File: src/rtl/nand_flash_array_pkg.sv
// Shared definitions for the NAND flash array model: controller-facing
// command codes, the array FSM state type and default geometry.
package NandFlashDefs;

  // Command codes, identical to the controller's mem_* encodings
  localparam logic [2:0] MEM_ERASE        = 3'd0;
  localparam logic [2:0] MEM_PROGRAM_PAGE = 3'd1;
  localparam logic [2:0] MEM_PAGE_READ    = 3'd2;

  // Default geometry and the index widths / depth it implies
  localparam int DEF_PAGE_WORDS      = 8;
  localparam int DEF_PAGES_PER_BLOCK = 4;
  localparam int DEF_NUM_BLOCKS      = 4;
  localparam int DEF_WORD_BITS       = $clog2(DEF_PAGE_WORDS);
  localparam int DEF_PAGE_BITS       = $clog2(DEF_PAGES_PER_BLOCK);
  localparam int DEF_BLOCK_BITS      = $clog2(DEF_NUM_BLOCKS);
  localparam int DEF_NUM_PAGES       = DEF_PAGES_PER_BLOCK * DEF_NUM_BLOCKS;
  localparam int DEF_DEPTH           = DEF_NUM_PAGES * DEF_PAGE_WORDS;

  typedef enum logic [2:0] {
    ST_IDLE       = 3'd0,
    ST_PROG_LOAD  = 3'd1,
    ST_PROG_BUSY  = 3'd2,
    ST_ERASE_BUSY = 3'd3,
    ST_READ_BUSY  = 3'd4,
    ST_READ_OUT   = 3'd5
  } array_state_t;

  // Index width for n entries, never below one bit
  function automatic int unsigned idx_bits(input int unsigned n);
    return (n < 2) ? 1 : $clog2(n);
  endfunction

endpackage

File: src/rtl/nand_flash_array_busy_timer.sv
// R/B# busy timer: loaded with N-1 on start, counts down to zero, flags
// the final busy cycle. Shared by erase, program and read.
module nand_busy_timer #(
  parameter int Width = 4
) (
  input  logic             clk_i,
  input  logic             rst_ni,
  input  logic             start_i,
  input  logic [Width-1:0] load_i,
  output logic             busy_o,
  output logic             last_o
);

  logic [Width-1:0] cnt_q, cnt_d;
  logic             busy_q, busy_d;

  // Next-state: start wins, otherwise count down and stop at zero
  always_comb begin
    cnt_d  = cnt_q;
    busy_d = busy_q;
    if (start_i) begin
      busy_d = 1'b1;
      cnt_d  = load_i;
    end else if (busy_q) begin
      if (cnt_q == '0) busy_d = 1'b0;
      else             cnt_d  = cnt_q - 1'b1;
    end
  end

  // Timer registers
  always_ff @(posedge clk_i or negedge rst_ni) begin
    if (!rst_ni) begin
      cnt_q  <= '0;
      busy_q <= 1'b0;
    end else begin
      cnt_q  <= cnt_d;
      busy_q <= busy_d;
    end
  end

  assign busy_o = busy_q;
  assign last_o = busy_q && (cnt_q == '0);

endmodule

File: src/rtl/nand_flash_array.sv
// Cycle-based NAND flash array: erase/program/read with R/B# timing and
// flash bit semantics (erase -> ones, program only clears bits).
module nand_flash_array
  import NandFlashDefs::*;
#(
  parameter int DataWidth     = 16,
  parameter int AddressWidth  = 16,
  parameter int PageWords     = DEF_PAGE_WORDS,
  parameter int PagesPerBlock = DEF_PAGES_PER_BLOCK,
  parameter int NumBlocks     = DEF_NUM_BLOCKS,
  parameter int EraseCycles   = 16,
  parameter int ProgramCycles = 8,
  parameter int ReadCycles    = 4
) (
  input  logic                    clk_i,
  input  logic                    rst_ni,
  input  logic                    cmd_valid_i,
  output logic                    cmd_ready_o,
  input  logic [2:0]              cmd_i,
  input  logic [AddressWidth-1:0] addr_i,
  input  logic [DataWidth-1:0]    wr_data_i,
  input  logic                    wr_valid_i,
  output logic [DataWidth-1:0]    rd_data_o,
  output logic                    rd_valid_o,
  output logic                    busy_n_o,
  output logic                    op_done_o,
  output logic                    op_err_o
);

  localparam int NumPages  = PagesPerBlock * NumBlocks;
  localparam int WordBits  = idx_bits(PageWords);
  localparam int PageBits  = idx_bits(PagesPerBlock);
  localparam int RowBits   = idx_bits(NumPages);
  localparam int BlkFieldW = AddressWidth - PageBits;
  localparam int MaxCyc01  = (EraseCycles > ProgramCycles) ? EraseCycles : ProgramCycles;
  localparam int MaxCycles = (MaxCyc01 > ReadCycles) ? MaxCyc01 : ReadCycles;
  localparam int TimerW    = idx_bits(MaxCycles);

  array_state_t                                 state_q, state_d;
  logic [WordBits-1:0]                          word_cnt_q, word_cnt_d;
  logic [RowBits-1:0]                           row_q, row_d;
  logic                                         op_done_q, op_done_d;
  logic                                         op_err_q, op_err_d;
  logic [PageWords-1:0][DataWidth-1:0]          page_buf_q, page_buf_d;
  // Array stored inverted: a zero bit means erased, so a zero-initialised
  // storage element powers up reading as all-ones.
  logic [NumPages-1:0][PageWords-1:0][DataWidth-1:0] mem_q, mem_d;

  logic                 accept, blk_ok, cmd_ok;
  logic [BlkFieldW-1:0] blk_field;
  logic                 tmr_start, tmr_busy, tmr_last;
  logic [TimerW-1:0]    tmr_load;
  logic                 erase_commit, prog_commit, read_copy, buf_load;
  logic                 last_word;

  assign accept    = cmd_valid_i && cmd_ready_o;
  assign blk_field = addr_i[AddressWidth-1:PageBits];
  assign blk_ok    = blk_field < BlkFieldW'(NumBlocks);
  assign cmd_ok    = (cmd_i == MEM_ERASE) || (cmd_i == MEM_PROGRAM_PAGE) ||
                     (cmd_i == MEM_PAGE_READ);
  assign last_word = word_cnt_q == WordBits'(PageWords - 1);

  nand_busy_timer #(.Width(TimerW)) u_timer (
    .clk_i   (clk_i),
    .rst_ni  (rst_ni),
    .start_i (tmr_start),
    .load_i  (tmr_load),
    .busy_o  (tmr_busy),
    .last_o  (tmr_last)
  );

  // Control FSM next-state and timer launch
  always_comb begin
    state_d    = state_q;
    word_cnt_d = word_cnt_q;
    row_d      = row_q;
    op_done_d  = 1'b0;
    op_err_d   = 1'b0;
    tmr_start  = 1'b0;
    tmr_load   = '0;
    unique case (state_q)
      ST_IDLE: begin
        if (accept) begin
          if (!cmd_ok || !blk_ok) begin
            op_err_d = 1'b1;
          end else begin
            // Power-of-two geometry: the low row bits are the linear page index
            row_d      = addr_i[RowBits-1:0];
            word_cnt_d = '0;
            if (cmd_i == MEM_ERASE) begin
              state_d   = ST_ERASE_BUSY;
              tmr_start = 1'b1;
              tmr_load  = TimerW'(EraseCycles - 1);
            end else if (cmd_i == MEM_PROGRAM_PAGE) begin
              state_d = ST_PROG_LOAD;
            end else begin
              state_d   = ST_READ_BUSY;
              tmr_start = 1'b1;
              tmr_load  = TimerW'(ReadCycles - 1);
            end
          end
        end
      end
      ST_PROG_LOAD: begin
        if (wr_valid_i) begin
          if (last_word) begin
            state_d   = ST_PROG_BUSY;
            tmr_start = 1'b1;
            tmr_load  = TimerW'(ProgramCycles - 1);
          end else begin
            word_cnt_d = word_cnt_q + 1'b1;
          end
        end
      end
      ST_PROG_BUSY, ST_ERASE_BUSY: begin
        if (tmr_last) begin
          state_d   = ST_IDLE;
          op_done_d = 1'b1;
        end
      end
      ST_READ_BUSY: begin
        if (tmr_last) begin
          state_d    = ST_READ_OUT;
          word_cnt_d = '0;
        end
      end
      ST_READ_OUT: begin
        if (last_word) begin
          state_d   = ST_IDLE;
          op_done_d = 1'b1;
        end else begin
          word_cnt_d = word_cnt_q + 1'b1;
        end
      end
      default: state_d = ST_IDLE;
    endcase
  end

  // Control registers
  always_ff @(posedge clk_i or negedge rst_ni) begin
    if (!rst_ni) begin
      state_q    <= ST_IDLE;
      word_cnt_q <= '0;
      row_q      <= '0;
      op_done_q  <= 1'b0;
      op_err_q   <= 1'b0;
    end else begin
      state_q    <= state_d;
      word_cnt_q <= word_cnt_d;
      row_q      <= row_d;
      op_done_q  <= op_done_d;
      op_err_q   <= op_err_d;
    end
  end

  assign erase_commit = (state_q == ST_ERASE_BUSY) && tmr_last;
  assign prog_commit  = (state_q == ST_PROG_BUSY)  && tmr_last;
  assign read_copy    = (state_q == ST_READ_BUSY)  && tmr_last;
  assign buf_load     = (state_q == ST_PROG_LOAD)  && wr_valid_i;

  // Array and page buffer update; the array changes only on a commit cycle
  always_comb begin
    mem_d      = mem_q;
    page_buf_d = page_buf_q;
    if (buf_load)  page_buf_d[word_cnt_q] = wr_data_i;
    if (read_copy) page_buf_d = ~mem_q[row_q];
    if (prog_commit) mem_d[row_q] = mem_q[row_q] | ~page_buf_q;
    if (erase_commit) begin
      for (int r = 0; r < NumPages; r++) begin
        if ((r / PagesPerBlock) == (int'(row_q) / PagesPerBlock)) mem_d[r] = '0;
      end
    end
  end

  // Storage holds its contents through reset
  always_ff @(posedge clk_i) begin
    mem_q      <= mem_d;
    page_buf_q <= page_buf_d;
  end

  assign cmd_ready_o = (state_q == ST_IDLE);
  assign busy_n_o    = ~tmr_busy;
  assign rd_valid_o  = (state_q == ST_READ_OUT);
  assign rd_data_o   = rd_valid_o ? page_buf_q[word_cnt_q] : '0;
  assign op_done_o   = op_done_q;
  assign op_err_o    = op_err_q;

endmodule

File: config.mk
export PLATFORM = sky130hd
export DESIGN_NAME = nand_flash_array
export DESIGN_NICKNAME = d
export VERILOG_FILES = /design/src/rtl/nand_flash_array_pkg.sv /design/src/rtl/nand_flash_array_busy_timer.sv /design/src/rtl/nand_flash_array.sv
export SDC_FILE = /design/constraint.sdc
export NUM_CORES = 2
export LEC_CHECK = 0
export CORE_MARGIN = 2
export CORE_UTILIZATION = 50
export DETAILED_ROUTE_END_ITERATION = 6
export GPL_TIMING_DRIVEN = 0
export HOLD_SLACK_MARGIN = 0.02
export PLACE_DENSITY = 0.65
export SLEW_MARGIN = 20
export SYNTH_ARGS = -nofsm -noshare
export SYNTH_HDL_FRONTEND = slang
export SYNTH_SLANG_ARGS = --single-unit
File: constraint.sdc
create_clock -name clk_i -period 8.2 [get_ports clk_i]
set_input_delay 0.82 -clock clk_i [delete_from_list [all_inputs] [get_ports clk_i]]
set_output_delay 0.82 -clock clk_i [all_outputs]
set_load 0.05 [all_outputs]
* Word-level counts from Yosys, hierarchy flattened *
Cells that the tools add are included.

word-level totals
  bits in latches = 0
  memory bits (read-only) = 0
  input bits = 39
  memory bits (writable) = 0
  register bits after elaboration = 2193
  memories kept = 0

cells by class
  reductions and logical operators = 25
  equal/unequal tests = 19
  shifts and indexed selects = 0
  $add $sub $neg = 2
  divide/modulo/power cells = 0
  muxes and demuxes = 71
  multipliers = 0
  magnitude comparators = 5
  bitwise operators = 5

operators by type and width
  operator                                                               count
  2048-bit two-way mux                                                   2
  128-bit two-way mux                                                    20
  2048-bit bitwise mux                                                   1
  128-bit binary-select mux with 4-bit select                            1
  128-bit demux with 4-bit select                                        1
  128-bit NOT                                                            2
  128-bit bitwise mux                                                    1
  128-bit OR                                                             1
  16-bit binary-select mux with 3-bit select                             1
  16-bit demux with 3-bit select                                         1
  16-bit two-way mux                                                     3
  3-bit two-way mux                                                      15
  32-bit logical NOT                                                     1
  4-bit two-way mux                                                      6
  3-bit one-hot mux with 5 select lines                                  1
  14-bit by 3-bit < comparator with 1-bit output, second input constant  1
  1-bit two-way mux                                                      13
  2-bit inequality test, second input constant                           6
  3-bit one-hot mux with 4 select lines                                  1
  3-bit by 2-bit == test with 1-bit output, second input constant        3
  3-bit == test, second input constant                                   3
  1-bit logical AND                                                      8
  4-bit one-hot mux with 2 select lines                                  1
  7-bit AND reduction                                                    1
  23 further kinds                                                       33

* Longest topological paths before layout *
  word-level depth = 10
  mapped depth = 10
  gate-level depth less buffers = 7

* By module *
A second synthesis with hierarchy kept.

second synthesis, totals
  cells, all modules = 9815
  area, all modules = 95904.5 um2

by module, submodules not included
  module            area an instance (um2)  instances  sequential area each (um2)  cells each
  nand_flash_array  95606.7                 1          45143.3                     9783
  nand_busy_timer   297.8                   1          125.1                       32

* Least setup slack after synthesis *
No wires, ideal clock.

  path kind = reg-to-reg
  start point = register state_q[0]
  end point = register page_buf_q[0] (netlist bit), enable pin
  slack = 4.880 ns
  data arrival time = 2.885 ns
  required time = 7.765 ns
  stages on the path, launching flop included = 5
  library setup time = 0.435 ns
  buffers on the path = 1
  cells stage by stage = dfrtp_1 > clkbuf_1 > nor2b_1 > nand3b_1 > o41ai_1

on the way
  cells in the longest elaborated chain, start to end = 3
  elaborated cells on any way between the ends = 5
  classes of those cells = 2 x eq/ne; 3 x reduce/logical

RTL lines
  item                                                                       RTL line                                          source
  start: declaration                                                         nand_flash_array.sv:39                            array_state_t state_q, state_d;
  start signal: assignment                                                   nand_flash_array.sv:148                           state_q <= state_d;
  3-bit == test or 3-bit by 1-bit == test with 1-bit output (tied branches)  nand_flash_array.sv:158, nand_flash_array.sv:159
  1-bit logical AND (on tied branches)                                       nand_flash_array.sv:158, nand_flash_array.sv:159
  2-bit nonzero test (no source line) *                                      --
  end signal: assignment                                                     nand_flash_array.sv:178                           page_buf_q <= page_buf_d;
  end: declaration                                                           nand_flash_array.sv:44                            logic [PageWords-1:0][DataWidth-1:0] page_buf_q, page_buf_d;

Mark *: on every way between the ends. The rest lies on a longest branch, timed or not.
A chain may end at the register's enable or synchronous reset.

* Worst setup path after layout *
  start point = register word_cnt_q[0]
  end point = output port rd_data_o[10]

on the way
  cells in the longest elaborated chain, start to end = 3

RTL lines
  item                                        RTL line                 source
  start: declaration                          nand_flash_array.sv:40   logic [WordBits-1:0] word_cnt_q, word_cnt_d;
  start signal: assignment                    nand_flash_array.sv:149  word_cnt_q <= word_cnt_d;
  16-bit binary-select mux with 3-bit select  nand_flash_array.sv:184  assign rd_data_o = rd_valid_o ? page_buf_q[word_cnt_q] : '0;
  16-bit two-way mux (implied by the code)    nand_flash_array.sv:184
  16-bit two-way mux                          nand_flash_array.sv:184
  end: declaration                            nand_flash_array.sv:23   output logic [DataWidth-1:0] rd_data_o,

Every way passes these cells. The select of a mux whose other input is x is not followed.

==> results.py <==
metrics = {
    "yosys": {
        "syn_area_um2": 96300,
        "yosysWarnings": 0,
        "synth_edf_count": 128,
        "ys_seq_elements": 2193,
        "ys_seq_area_share_pct": 47.0,
        "synth_top_cell_by_area": "dfxtp_1",
        "syn_avg_cell_area_um2": 8.60,
        "async_flop_share_pct": 0.775,
        "synth-main-ff-cell": "dfxtp_1",
        "synth_top_area_share_pct": 42.6,
        "synth_nets": 11234,
        "synth.area.top_cells": "dfxtp_1 43%, nand2_1 13%, mux4_2 12%, a21oi_1 8.1%, nor2_1 4.1%",
        "syn_inst": 11192,
        "yosysUniqueCellTypes": 60,
    },
    "cts": {
        "cts.sinks": 2193,
        "cts-root-buf": "clkbuf_16",
        "clkLatencyLatePin_ns": 0.90,
        "tritoncts": "yes",
        "cts_max_path_buffers": 3,
        "cts_htree_levels": 4,
        "path_clk_slew_ns": 0.06,
        "numCtsBuffers": 224,
        "post_cts_resized": 0,
    },
    "timing": {
        "rsz0062_at_grt": "no",
        "hold_viol": 0,
        "tns_ns": 0,
        "final_max_slew_viol_count": 0,
        "slew_headroom_pct": 11.2,
        "min_period_ns": 6.75,
        "fmax_ghz": 0.148,
        "clock_skew_ns": 0.0451,
        "setup-violations-final": 0,
        "tightest_slew_ns": 1.33,
        "finalCritPeriodShare_pct": 82.3,
    },
    "critical_path": {
        "end_kind": "output pin",
        "worstSetupPathType": "reg -> out",
        "worstPathRequired_ns": 7.38,
        "start_kind": "flop",
        "arrival_ns": 5.93,
        "cp_max_fo": 10,
    },
    "floorplanning": {
        "die_x_um": 443,
        "die_area_um2": 196000,
        "placementRows": 161,
        "pin_count": 60,
        "die_h_um": 443,
        "initial_utilization_pct": 50.2,
        "core_um2": 192000,
    },
    "global_route": {
        "first_global_vias": 82345,
        "grt_antenna_before_repair": 42,
        "grtUsageTotal_pct": 37.1,
        "grt_pass1_wl_mm": 541,
        "grt_max_degree": 18,
        "gr-total-overflow": 0,
    },
    "run_status": {
        "status": "finished, violations left",
        "violations": "DRC",
    },
    "layout": {
        "fillers": 17112,
        "fin_util_pct": 56.2,
        "area_growth_pct": 12.0,
        "multi_input_area_um2": 46700,
        "fin_nets": 11513,
        "seq_area_um2": 45300,
        "drive_gt1_share_pct": 13.5,
    },
    "place": {
        "port_buffers": 43,
        "gp_congestion": 1.00,
        "dp_hpwl_mm": 263,
    },
    "drt": {
        "routed_wl_mm": 378,
        "post-route-drc-count": 7,
        "drtIter0Drc": 11467,
        "vias": 87173,
        "wl_per_cell_um": 26.5,
        "viasPerCell": 6.13,
        "first_pass_iters": 7,
        "drtAntennaViolNets": 0,
    },
    "pwr": {
        "power_density_nw_per_um2": 209,
        "p_leak_nw": 38.1,
        "vdd_drop_max_v": 0.000211,
    },
    "hold_path": {
        "hold_class": "reg -> reg",
    },
    "flow_run": {
        "maxCapViolCount": 0,
    },
}
==> logic make-up after synthesis <==
| logic type | after synthesis | share of synthesized area, % |
|---|---|---|
| fa+ha+maj | 3 | 0.0390 |
| mux | 647 | 13.4 |
| buf+inv | 968 | 4.53 |
| compound gates | 2026 | 12.2 |
| simple gates | 5353 | 22.8 |
| xor+xnor | 2 | 0.0182 |
| flops | 2193 | 47.0 |
==> placed cells by master (no fill, tap or decap), types with 12 or more instances in the layout <==
cell	instances
buf_4	52
dfrtp_1	17
clkbuf_8	63
mux4_2	512
a21oi_1	1565
inv_1	13
dfxtp_1	2048
buf_6	12
nand3_1	13
clkbuf_1	591
clkdlybuf4s50_1	42
nand2_2	90
nand3b_1	128
buf_2	256
clkinv_2	34
a21oi_2	100
clkbuf_2	28
mux2i_1	130
a41oi_1	16
a22oi_1	64
nor3_1	522
clkbuf_16	232
nor2_1	1048
buf_1	73
edfxtp_1	128
diode_2	41
nor2b_1	133
a211o_1	127
nand2_1	3387
a31o_2	128
==> where the power goes <==
| part | leakage [nW] | internal (W) | switching (W) | total [W] |
|---|---|---|---|---|
| registers | 17.9 | 0.0108 | 0.0000648 | 0.0109 |
| clock network | 3.75 | 0.00610 | 0.00451 | 0.0106 |
| logic | 16.4 | 0.000272 | 0.000743 | 0.00101 |
==> layer usage <==
| layer | wire, um | track usage [%] | up-vias |
|---|---|---|---|
| met1 | 137000 | 45.4 | 42277 |
| met4 | 35300 | 30.4 | 16 |
| li1 | - | - | 38626 |
| met2 | 165000 | 55.1 | 5061 |
| met5 | 375 | 0.659 | - |
| met3 | 40000 | 9.54 | 1193 |
==> area by class of cell <==
class / count / area share, %
antenna: 41 / 0.0952
tap: 2526 / 2.93
buffer: 955 / 4.03
inverter: 13 / 0.0453
sequential: 2193 / 42.0
timing repair buffer: 53 / 0.492
multi-input combinational: 8031 / 43.4
clock buffer: 355 / 6.40
clock inverter: 61 / 0.650
==> stage by stage <==
stage	setup slack (ns)	power (W)	instances	hold slack [ns]	cell area, um^2
after CTS	1.89	0.0224	14187	0.451	108000
final	1.45	0.0225	14228	0.452	108000
after detailed placement	2.80	0.0120	13770	0.443	100000
after global routing	1.65	0.0229	14201	0.461	108000
after global placement	3.03	0.0120	13761	0.438	99900
after floorplan	4.88	0.0116	11192	0.433	96300
==> worst max-delay path, cell delays in order (launching register included) <==
cell and delay (ns):
dfrtp_1 0.35, clkbuf_1 0.46, nand2_1 0.31, nor2_1 0.80
clkbuf_1 0.71, a22oi_1 0.54, a41oi_1 0.91, clkdlybuf4s50_1 0.95
==> cell usage after synthesis (3+ instances only) <==
library cell and count:
nand2_1 3387, dfxtp_1 2048, a21oi_1 1565, nor2_1 1048
clkbuf_1 557, nor3_1 523, mux4_2 512, buf_2 254
nor2b_1 133, mux2i_1 130, a31o_2 128, edfxtp_1 128
nand3b_1 128, a211o_1 127, a21oi_2 100, nand2_2 90
buf_1 74, a22oi_1 64, buf_4 51, dfrtp_1 17
a41oi_1 16, inv_1 13, nand3_1 13, buf_12 10
o21ai_0 9, buf_6 6, nand2b_1 6, mux2_2 5
and2_1 4, ha_1 3, nor4_1 3, o31ai_1 3
or2_2 3
==> flip-flops by register name, indices dropped and copies added, names as in the netlist <==
register / cells
page_buf_q: 128
state_q: 3
op_done_o: 1
row_q: 4
word_cnt_q: 3
u_timer.cnt_q: 4
u_timer.busy_o: 1
mem_q: 2048
op_err_o: 1
==> path summary, 6_finish.rpt <==
check	from	end	slack, ns	cells past startpoint
max	word_cnt_q[0]$_DFFE_PN0P_	rd_data_o[10]	1.45	7
min	mem_q[1017]$_DFF_P_	mem_q[1017]$_DFF_P_	0.45	2
max reg2reg	row_q[1]$_DFFE_PN0P_	mem_q[793]$_DFF_P_	3.79	8
min reg2reg	mem_q[1017]$_DFF_P_	mem_q[1017]$_DFF_P_	0.45	2
max in group asynchronous	rst_ni	state_q[0]$_DFFE_PN0P_	7.11	2
min in group asynchronous	rst_ni	op_done_o$_DFF_PN0_	0.51	2
==> timing repair <==
action | 4_1_cts | 5_1_grt
endpoints found under the hold margin | 17 | 0
hold buffers | 1 | 0
buffers inserted | 0 | 0
Power figures use the tool's default switching activity.
